$ cat src/rtl/mux_pkg.sv
// Shared types and limits for the N-source skid-buffered channel mux.
package mux_pkg;

    typedef enum logic [1:0] {
        ST_EMPTY = 2'd0,
        ST_ONE   = 2'd1,
        ST_FULL  = 2'd2
    } buf_state_e;

    localparam int unsigned SRC_MIN = 2;
    localparam int unsigned SRC_MAX = 16;
    localparam int unsigned CH_MIN  = 1;

    // Select width for n sources, never narrower than one bit.
    function automatic int unsigned sel_width(input int unsigned n);
        return (n > 2) ? $clog2(n) : 1;
    endfunction

endpackage

$ cat src/rtl/muxn_sel.sv
// Combinational source select: all channels of src[sel], or zeros plus error flag when sel is out of range.
module muxn_sel
    import mux_pkg::*;
#(
    parameter  int unsigned WIDTH = 32,
    parameter  int unsigned CH    = 2,
    parameter  int unsigned SRC   = 3,
    localparam int unsigned SELW  = sel_width(SRC)
) (
    input  logic [SRC-1:0][CH-1:0][WIDTH-1:0] src_i,
    input  logic [SELW-1:0]                   sel_i,
    output logic [CH-1:0][WIDTH-1:0]          data_c,
    output logic                              err_c
);

    // Compare-and-pick loop keeps out-of-range codes from indexing past src.
    always_comb begin
        data_c = '0;
        err_c  = 1'b1;
        for (int unsigned s = 0; s < SRC; s++) begin
            if (sel_i == SELW'(s)) begin
                data_c = src_i[s];
                err_c  = 1'b0;
            end
        end
    end

endmodule

$ cat src/rtl/muxn_skid.sv
// Source-select mux with a two-entry (main + skid) output buffer; in_ready is registered.
module muxn_skid
    import mux_pkg::*;
#(
    parameter  int unsigned WIDTH = 32,
    parameter  int unsigned CH    = 2,
    parameter  int unsigned SRC   = 3,
    localparam int unsigned SELW  = sel_width(SRC)
) (
    input  logic                              clk,
    input  logic                              reset,
    input  logic                              in_valid,
    output logic                              in_ready,
    input  logic [SRC-1:0][CH-1:0][WIDTH-1:0] src,
    input  logic [SELW-1:0]                   sel,
    output logic                              out_valid,
    input  logic                              out_ready,
    output logic [CH-1:0][WIDTH-1:0]          out,
    output logic                              sel_err
);

    logic [CH-1:0][WIDTH-1:0] sel_data_c;
    logic                     sel_err_c;

    muxn_sel #(
        .WIDTH (WIDTH),
        .CH    (CH),
        .SRC   (SRC)
    ) u_sel (
        .src_i  (src),
        .sel_i  (sel),
        .data_c (sel_data_c),
        .err_c  (sel_err_c)
    );

    buf_state_e               state_q, state_d;
    logic [CH-1:0][WIDTH-1:0] main_data_q, skid_data_q;
    logic                     main_err_q, skid_err_q;
    logic                     in_ready_q, out_valid_q;

    logic accept_c, xfer_c;
    logic load_main_c, load_skid_c, promote_c;

    assign accept_c = in_valid && in_ready_q;
    assign xfer_c   = out_valid_q && out_ready;

    // Next state and which buffer entry is written this cycle.
    always_comb begin
        state_d     = state_q;
        load_main_c = 1'b0;
        load_skid_c = 1'b0;
        promote_c   = 1'b0;
        case (state_q)
            ST_EMPTY: begin
                if (accept_c) begin
                    load_main_c = 1'b1;
                    state_d     = ST_ONE;
                end
            end
            ST_ONE: begin
                if (accept_c && xfer_c) begin
                    load_main_c = 1'b1;
                end else if (accept_c) begin
                    load_skid_c = 1'b1;
                    state_d     = ST_FULL;
                end else if (xfer_c) begin
                    state_d     = ST_EMPTY;
                end
            end
            ST_FULL: begin
                if (xfer_c) begin
                    promote_c = 1'b1;
                    state_d   = ST_ONE;
                end
            end
            default: state_d = ST_EMPTY;
        endcase
    end

    always_ff @(posedge clk) begin
        if (reset) begin
            state_q     <= ST_EMPTY;
            main_data_q <= '0;
            main_err_q  <= 1'b0;
            skid_data_q <= '0;
            skid_err_q  <= 1'b0;
            in_ready_q  <= 1'b1;
            out_valid_q <= 1'b0;
        end else begin
            state_q     <= state_d;
            in_ready_q  <= (state_d != ST_FULL);
            out_valid_q <= (state_d != ST_EMPTY);
            if (load_main_c) begin
                main_data_q <= sel_data_c;
                main_err_q  <= sel_err_c;
            end else if (promote_c) begin
                main_data_q <= skid_data_q;
                main_err_q  <= skid_err_q;
            end
            if (load_skid_c) begin
                skid_data_q <= sel_data_c;
                skid_err_q  <= sel_err_c;
            end
        end
    end

    assign in_ready  = in_ready_q;
    assign out_valid = out_valid_q;
    assign out       = main_data_q;
    assign sel_err   = main_err_q;

endmodule

$ cat config.mk
export PLATFORM = sky130hd
export DESIGN_NAME = muxn_skid
export DESIGN_NICKNAME = d
export VERILOG_FILES = /design/src/rtl/mux_pkg.sv /design/src/rtl/muxn_sel.sv /design/src/rtl/muxn_skid.sv
export SDC_FILE = /design/constraint.sdc
export NUM_CORES = 1
export LEC_CHECK = 0
export ABC_CLOCK_PERIOD_IN_PS = 2700
export BUFFER_PORTS_ARGS = -buffer_cell sky130_fd_sc_hd__buf_2
export CAP_MARGIN = 15
export CORE_MARGIN = 2
export CORE_UTILIZATION = 30
export DETAILED_ROUTE_END_ITERATION = 12
export GPL_TIMING_DRIVEN = 0
export PLACE_DENSITY_LB_ADDON = 0.2
export SLEW_MARGIN = 10
export SYNTH_ARGS = -nofsm -noshare
export SYNTH_HDL_FRONTEND = slang
export SYNTH_HIERARCHICAL = 1
export SYNTH_SLANG_ARGS = --single-unit
$ cat constraint.sdc
create_clock -name clk -period 2.7 [get_ports clk]
set_clock_uncertainty 0.15 [all_clocks]
set_input_delay 0.135 -clock clk [delete_from_list [all_inputs] [get_ports clk]]
set_output_delay 0.135 -clock clk [all_outputs]
set_load 0.05 [all_outputs]
==> results of run 1 <==
-- power by group through the flow --
stage / clock (W) / combinational, W / sequential (W)
after floorplan: 0 / 0.000889 / 0.00278
after global placement: 0 / 0.00198 / 0.00230
after detailed placement: 0 / 0.00198 / 0.00231
after CTS: 0.00266 / 0.00205 / 0.00227
after global routing: 0.00274 / 0.00220 / 0.00229
final: 0.00263 / 0.00205 / 0.00227
-- cells by family after synthesis --
kind of cell / Yosys count / synth area share, %
buffers and inverters: 100 / 8.09
multiplexers: 65 / 8.92
AO/OA/AOI/OAI: 266 / 29.4
flip-flops: 134 / 36.8
AND/OR/NAND/NOR: 273 / 16.8
-- registers in the layout, summed over array words and instances, names as in the netlist --
signal	count
out_valid	1
in_ready	1
sel_err	1
skid_data_q	64
out	64
state_q	2
skid_err_q	1
-- worst paths after layout --
kind | from | endpoint | slack (ps) | cells after the start
setup / recovery | state_q[0]$_SDFF_PP0_ | out[56]$_SDFFE_PP0P_ | 740 | 5
hold / removal | src[171] | skid_data_q[43]$_SDFFE_PP0P_ | -5 | 4
setup reg to reg | state_q[0]$_SDFF_PP0_ | out[56]$_SDFFE_PP0P_ | 740 | 5
hold reg to reg | skid_data_q[24]$_SDFFE_PP0P_ | skid_data_q[24]$_SDFFE_PP0P_ | 330 | 2
-- cell type report --
type | instances | area share, %
multi-input cells | 604 | 39.3
flip-flops and latches | 134 | 26.2
repair buffers | 319 | 18.3
plain buffers | 100 | 5.77
clock buffers | 23 | 4.77
well taps | 324 | 3.96
clock inverters | 9 | 1.66
-- metrics by stage --
step | util [%] | power, W | cell area [µm²]
after floorplan | - | 0.00367 | 7300
after global placement | 37.4 | 0.00428 | 9020
after detailed placement | 37.4 | 0.00429 | 9020
after CTS | 42.5 | 0.00698 | 10200
after global routing | 42.5 | 0.00723 | 10200
final | 42.5 | 0.00694 | 10200
-- cell usage after synthesis (6+ instances only) --
library cell,n
a21oi_1,67
buf_2,35
mux2i_1,65
nor3_1,66
o21ai_0,65
o2bb2ai_1,64
dfxtp_1,134
a311oi_1,15
a311oi_2,50
nand3_1,65
nand2_1,132
buf_4,12
buf_6,6
clkbuf_1,37
-- layout by cell type (no fill, tap or decap), drive strengths merged --
cell type    count
or2              1
o32ai            1
nand2b           1
mux2i           65
a21bo            1
a21oi           67
or3              1
bufinv           5
nand2          132
a21o             1
buf            326
and2             2
nand3b           1
dfxtp          134
and4b            1
nor3            66
o2bb2ai         64
nand4b           1
dlygate4sd3     56
clkbuf          60
and3b            1
nor2b            1
o21ai           65
a311oi          65
nand3           65
clkinv           4
a21boi           2
-- worst max-delay path, stage by stage, from the launching register on --
cell	delay, ps
dfxtp_1	400
nand4b_1	190
buf_4	230
clkbuf_1	490
nand2_1	140
a311oi_2	250
-- routing by layer --
metal  GRT usage, %  part of all wire (%)  vias up
met5              0                     0        -
met4           6.76                   2.0        0
met3           4.03                   4.9       36
met2           33.2                    47      230
met1           27.8                    46     3630
li1               -                     -     3799
==> flow_summary.yaml, run 1 <==
layout:
  multiInputGateArea_um2: 4020
  final_cells: 1513
  nNetsFinal: 1374
  register_area_um2: 2680
  area_delta_synth_final_pct: 40.3
  antenna_cells: 0
  fillCellCount: 2526
  layout-drive-gt1-share_pct: 34.0
floorplanning:
  start_util_pct: 30.3
  fp.dieH_um: 160
  coreArea_um2: 24100
  dieArea_um2: 25600
  die_x_um: 160
  num_io_pins: 265
  num_rows: 57
clock_network:
  cts_max_level: 4
  numCtsBuffers: 17
  clockBufferDepth: 2
  root_buffer: "clkbuf_16"
  cts_tree: "done"
  clock_latency_ps: 440
  postCtsResizedCells: 0
  cts_setup_buffers: 0
  path_clk_slew_ps: 60
  postCtsHoldBufs: 56
  cts.sinks: 134
pwr:
  ir_drop_mv: 0.333
  power.internal_w: 0.00456
  leakage_nw: 4.12
  seqPwrFrac_pct: 32.6
  clockPowerShare_pct: 37.9
  p_sw_w: 0.00238
  p_per_area_nw_per_um2: 678
  p_comb_share_pct: 29.5
  p_sw_share_pct: 34.3
logic_synthesis:
  synth_top_cell_by_area: "dfxtp_1"
  synth_cells: 838
  synth_ff_type: "dfxtp_1"
  async_reset_ff_share_pct: 0
  synth_edf_count: 0
  ys_seq_area_share_pct: 36.8
  synth.distinct_cells: 30
  synth_area_leaders: "dfxtp_1 37%, a311oi_2 10%, mux2i_1 8.9%"
  synth_fp_nets: 1036
  synth.top_cell.area_share_pct: 36.8
  avgSynthCellArea_um2: 8.71
  synth_seq_cells: 134
  syn-cell-area_um2: 7300
  yosysWarnings: 6
global_routing:
  grt_pass1_wl_um: 41800
  grt_max_degree: 17
  grt_pass1_vias: 7572
  track_usage_pct: 20.6
  antenna_found_initial: 0
  grt_overflow_total: 0
placed_design:
  gp_congestion: 0.785
  pre_cts_slack_ps: 637
  placedCellCount: 1425
  port_buffers: 263
  dp_hpwl_um: 18700
setup_path:
  cp.required_ps: 2890
  cp-end-kind: "register"
  start_kind: "register"
  path_class: "reg -> reg"
  path_max_fanout: 10
  worstPathArrival_ps: 2150
timing:
  tns_ps: 0
  whs_ps: -5.00
  worst_slew_pin_slew_ps: 741
  fin_crit_sh_pct: 72.5
  slew-limit-headroom_pct: 50.6
  setup_viol: 0
  rsz0062_at_grt: "no"
  hold_viol_final: 2
  report.final.slew_viol_count: 0
  fin_crit_ps: 1960
  layout_setup_ws_ps: 743
  fmax_mhz: 511
detailed_routing:
  drt_wl_total_um: 26500
  drc: 0
  vias: 7695
  drt_iter0_markers: 494
  first_pass_iters: 5
  vias_per_cell: 5.09
  drt-wirelength-per-cell_um: 17.5
  antenna_left: 0
run_status:
  outcome: "finished with violations"
  violations: "negative hold slack"
flow_run:
  max_cap_violations: 0
min_path:
  hp-class: "in -> reg"
Power figures use the tool's default switching activity.
==> run 2, diff against run 1 <==
Settings changed: ABC_AREA from default to 1, ABC_CLOCK_PERIOD_IN_PS 2700 to 1900.
Clock period 2.7 ns to 1.9 ns, I/O delays scaled along.
==> flow_summary.yaml, run 2 <==
setup_path:
  worstPathArrival_ps: 1930
  reg2reg_slack_ps: 110
  path_max_fanout: 10
  timing.rr.start: "in_ready$_SDFF_PP1_"
  start_kind: "register"
  worst-path-stages: 7
  cp_slowest_cell: "dfxtp_1"
  endpoint: "out[63]$_SDFFE_PP0P_"
  worst_path_most_repeated_cell: "nand2_1"
  critical-path-max-stage-delay_ps: 360
  cp_num_buf_inv: 2
  path_class: "reg -> reg"
  crit_chain: "nand2_1, nor2_4, clkbuf_4, buf_2, nand3b_1, nand2_1, a21oi_1"
  cp_top_family: "simple AND/OR/NAND/NOR gates"
  ff2ff_path_depth: 7
  startpoint: "in_ready$_SDFF_PP1_"
  cp-end-kind: "register"
  r2r_end: "out[63]$_SDFFE_PP0P_"
  cp.required_ps: 2040
clock_network:
  path_clk_slew_ps: 60
  root_buffer: "clkbuf_16"
  cts_max_level: 4
  cts_setup_buffers: 0
  clock_latency_ps: 420
  clockBufferDepth: 2
  numCtsBuffers: 17
  cts.sinks: 134
  cts_tree: "done"
placed_design:
  placedCellCount: 1701
  port_buffers: 264
  gp_congestion: 0.791
  pre_cts_slack_ps: 18.9
  dp_hpwl_um: 20100
  placed_cell_area_um2: 9170
logic_synthesis:
  synth_edf_count: 0
  yosysWarnings: 6
  syn-cell-area_um2: 7440
  synth.top_cell.area_share_pct: 36.1
  synth_ff_type: "dfxtp_1"
  avgSynthCellArea_um2: 6.68
  synth_cells: 1113
  ys_seq_area_share_pct: 36.1
  synth_seq_cells: 134
  synth_commonest_cells: "323 x nand3_1, 205 x nand2_1, 134 x dfxtp_1"
  synth_area_leaders: "dfxtp_1 36%, nand3_1 22%, nand2_1 10%"
  synth_top_cell_by_area: "dfxtp_1"
  synth.most_common_cell: "nand3_1"
  synth_fp_nets: 1311
  synth.distinct_cells: 19
  async_reset_ff_share_pct: 0
detailed_routing:
  first_pass_iters: 5
  vias: 8998
  drt_wl_total_um: 29000
  vias_per_cell: 4.85
  drc: 0
  drt_iter0_markers: 521
  drt-wirelength-per-cell_um: 15.7
  antenna_left: 0
layout:
  final_cells: 1854
  layout_common_cells: "323 x nand3_1, 312 x buf_2, 204 x nand2_1"
  finish.utilization_pct: 45.1
  final_cell_area_um2: 11000
  area_delta_synth_final_pct: 47.4
  final_common_cell: "nand3_1"
  layout-drive-gt1-share_pct: 25.8
  nNetsFinal: 1714
flow_run:
  max_cap_violations: 0
floorplanning:
  num_rows: 57
  coreArea_um2: 24300
  die_x_um: 161
  fp.dieH_um: 161
  start_util_pct: 30.6
  num_io_pins: 265
  dieArea_um2: 26100
timing:
  fmax_mhz: 557
  worst_slew_pin_slew_ps: 817
  fin_crit_ps: 1790
  fin_crit_sh_pct: 94.4
  slew-limit-headroom_pct: 45.5
  setup_viol: 0
  layout_setup_ws_ps: 105
  report.final.slew_viol_count: 0
  hold_viol_final: 0
global_routing:
  antenna_found_initial: 0
  track_usage_pct: 21.8
  grt_overflow_total: 0
  grt_max_degree: 17
  grt_pass1_wl_um: 45000
  grt_pass1_vias: 8728
pwr:
  leakage_nw: 5.12
  ir_drop_mv: 0.406
  clockPowerShare_pct: 34.0
  seqPwrFrac_pct: 33.9
  p_sw_w: 0.00352
  p_sw_share_pct: 36.2
  p_per_area_nw_per_um2: 886
  power.internal_w: 0.00620
  p_comb_share_pct: 32.1
min_path:
  hp-class: "in -> reg"
run_status:
  outcome: "complete, no violations"
[run 2: tightest hold or removal path, delay by kind of cell]
family          cells  cell delay, ps
buf+inv             1              80
compound gates      1              90
simple gates        3             270
[run 2: repair_timing]
action,in CTS,in global routing
endpoints found under the setup margin,0,75
resized for setup,0,15
hold endpoints to repair,64,0
hold buffers,120,0
[run 2: how the worst min path moves through the flow]
| stage | slack (ps) | depth (start not counted) | end | start |
|---|---|---|---|---|
| finish | 5 | 5 | skid_data_q[43]$_SDFFE_PP0P_ | src[107] |
| global placement | 310 | 2 | skid_data_q[15]$_SDFFE_PP0P_ | skid_data_q[15]$_SDFFE_PP0P_ |
| detailed placement | 320 | 2 | out[60]$_SDFFE_PP0P_ | out[60]$_SDFFE_PP0P_ |
| global route | 20 | 5 | skid_data_q[41]$_SDFFE_PP0P_ | src[105] |
| floorplan | 210 | 4 | skid_data_q[18]$_SDFFE_PP0P_ | src[18] |
| CTS | 0.5 | 5 | skid_data_q[43]$_SDFFE_PP0P_ | src[107] |
[run 2: cell type report]
class | instances | area (µm²)
diodes | 1 | 2.50
clock buffers | 19 | 433
inverters | 9 | 33.8
well taps | 324 | 405
flip-flops and latches | 134 | 2680
fillers | 2563 | 13400
clock inverters | 13 | 149
repair buffers | 384 | 2520
plain buffers | 109 | 658
multi-input cells | 861 | 4080
[run 2: logic make-up after synthesis]
family / synth area share, %
AND/OR/NAND/NOR: 46.0
flip-flops: 36.1
AO/OA/AOI/OAI: 8.81
buffers and inverters: 9.10
[run 2: layer usage]
metal / routed length (µm) / global-route usage (%) / share of wire (%)
met1: 13300 / 27.7 / 46
met3: 1330 / 3.85 / 4.6
met5: 0 / 0 / 0
met4: 533 / 6.01 / 1.8
met2: 13900 / 37.9 / 48
[run 2: per-stage QoR]
step	setup TNS [ps]	total power [W]	hold WS, ps
floorplan	0	0.00532	205
CTS	0	0.00980	0.459
global placement	0	0.00620	313
global route	-2.59	0.0102	18.0
finish	0	0.00972	5.19
detailed placement	0	0.00622	320
[run 2: power groups by stage]
stage	combinational, W	sequential [W]	clock, W
2_1_floorplan	0.00131	0.00401	0
3_3_place_gp	0.00286	0.00335	0
3_5_place_dp	0.00286	0.00336	0
4_1_cts	0.00312	0.00329	0.00338
5_1_grt	0.00341	0.00334	0.00349
6_report	0.00312	0.00329	0.00330
==> run 3, diff against run 2 <==
Settings changed: ABC_AREA 1 to default, PLACE_DENSITY_LB_ADDON 0.2 to default.
==> flow_summary.yaml, run 3 (synthesis results as in run 1) <==
global_routing:
  grt_pass1_vias: 7781
  track_usage_pct: 20.7
  antenna_found_initial: 0
  grt_pass1_wl_um: 42200
  grt_overflow_total: 0
  grt_max_degree: 20
clock_network:
  cts_setup_buffers: 0
  clock_latency_ps: 430
  path_clk_slew_ps: 60
  cts.sinks: 134
  clockBufferDepth: 2
  cts_max_level: 4
  cts_tree: "done"
  numCtsBuffers: 17
  root_buffer: "clkbuf_16"
setup_path:
  crit_chain: "a21bo_2, buf_4, nand2_1, buf_6, buf_6, a311oi_2"
  worst_path_most_repeated_cell: "buf_6"
  start_kind: "register"
  r2r_end: "out[0]$_SDFFE_PP0P_"
  path_class: "reg -> reg"
  critical-path-max-stage-delay_ps: 370
  cp_slowest_cell: "dfxtp_2"
  cp-end-kind: "register"
  worstPathArrival_ps: 1930
  timing.rr.start: "state_q[0]$_SDFF_PP0_"
  path_max_fanout: 10
  cp.required_ps: 2020
  ff2ff_path_depth: 6
  reg2reg_slack_ps: 90
timing:
  setup_viol: 0
  hold_viol_final: 0
  worst_slew_pin_slew_ps: 791
  layout_setup_ws_ps: 90.8
  rsz0062_at_grt: "no"
  fin_crit_sh_pct: 95.2
  whs_ps: 13.0
  fin_crit_ps: 1810
  fmax_mhz: 553
  slew-limit-headroom_pct: 47.3
  report.final.slew_viol_count: 0
placed_design:
  placed_cell_area_um2: 9020
  port_buffers: 263
  dp_hpwl_um: 18700
  pre_cts_slack_ps: -121
  placedCellCount: 1425
  gp_congestion: 0.795
pwr:
  p_sw_w: 0.00345
  seqPwrFrac_pct: 33.4
  leakage_nw: 4.15
  clockPowerShare_pct: 36.2
  ir_drop_mv: 0.423
  p_comb_share_pct: 30.4
  p_sw_share_pct: 35.7
  p_per_area_nw_per_um2: 937
  power.internal_w: 0.00622
layout:
  area_delta_synth_final_pct: 41.4
  finish.utilization_pct: 42.8
  nNetsFinal: 1383
  final_cells: 1522
  layout-drive-gt1-share_pct: 34.5
  layout_common_cells: "297 x buf_2, 132 x nand2_1, 131 x dfxtp_1"
  final_cell_area_um2: 10300
  antenna_cells: 0
  final_common_cell: "buf_2"
detailed_routing:
  first_pass_iters: 6
  vias: 7917
  drc: 0
  wl_met1_um: 12100
  vias_per_cell: 5.20
  wl_met3_um: 1170
  drt-wirelength-per-cell_um: 17.7
  drt_iter0_markers: 497
  drt_wl_total_um: 26900
  antenna_left: 0
  top_layer_used: "met4"
  met2WireLength_um: 13000
run_status:
  outcome: "complete, no violations"
min_path:
  hold_depth: 5
  hp-class: "in -> reg"
  worstHoldEndpoint: "skid_data_q[46]$_SDFFE_PP0P_"
  worstHoldStart: "src[46]"
floorplanning:
  num_rows: 57
  fp.dieH_um: 160
  num_io_pins: 265
  die_x_um: 160
  coreArea_um2: 24100
  start_util_pct: 30.3
  dieArea_um2: 25600
flow_run:
  max_cap_violations: 0
run 3: stage by stage:
step	TNS, ps	power (W)
after floorplan	0	0.00522
after global placement	-4450	0.00607
after detailed placement	-6280	0.00609
after CTS	0	0.00968
after global routing	0	0.0101
final	0	0.00967
run 3: routing by layer:
metal	global-route usage [%]	vias to the layer above
met1	26.6	3804
li1	-	3814
met4	6.67	0
met5	0	-
met3	3.19	43
met2	35.7	256
run 3: power groups by stage:
stage               Sequential (W)  Clock [W]  Combinational (W)
floorplan                  0.00396          0            0.00126
global placement           0.00327          0            0.00279
detailed placement         0.00328          0            0.00282
CTS                        0.00322    0.00352            0.00293
global route               0.00326    0.00367            0.00313
finish                     0.00322    0.00350            0.00294
run 3: repair_timing:
action | in CTS | in global routing
hold endpoints to repair | 67 | 0
setup endpoints to repair | 4 | 77
hold buffers | 66 | 0
gates resized for setup | 1 | 15
run 3: final cells by class:
cell class / count / area (µm²)
Clock buffer: 21 / 470
Fill cell: 2442 / 13800
Multi-Input combinational cell: 604 / 4030
Sequential cell: 134 / 2690
Tap cell: 324 / 405
Clock inverter: 11 / 148
Buffer: 99 / 599
Timing Repair Buffer: 329 / 1980
run 3: how the worst max path moves through the flow:
| stage | end | startpoint | cells after the start | slack, ps |
|---|---|---|---|---|
| 3_3_place_gp | skid_data_q[22]$_SDFFE_PP0P_ | reset | 4 | -90 |
| 4_1_cts | out[59]$_SDFFE_PP0P_ | state_q[0]$_SDFF_PP0_ | 6 | 0.3 |
| 3_5_place_dp | skid_data_q[59]$_SDFFE_PP0P_ | reset | 4 | -120 |
| 2_1_floorplan | out[0]$_SDFFE_PP0P_ | out_valid$_SDFF_PP0_ | 6 | 50 |
| 5_1_grt | out[61]$_SDFFE_PP0P_ | state_q[0]$_SDFF_PP0_ | 6 | 20 |
| 6_report | out[0]$_SDFFE_PP0P_ | state_q[0]$_SDFF_PP0_ | 6 | 90 |
run 3: critical path, delay by kind of cell (launching register included):
kind                   cells  cell delay (ps)
DFF                        1              370
and+or+nand+nor            1              130
buffers and inverters      3              600
AOI/OAI and AO/OA          2              390
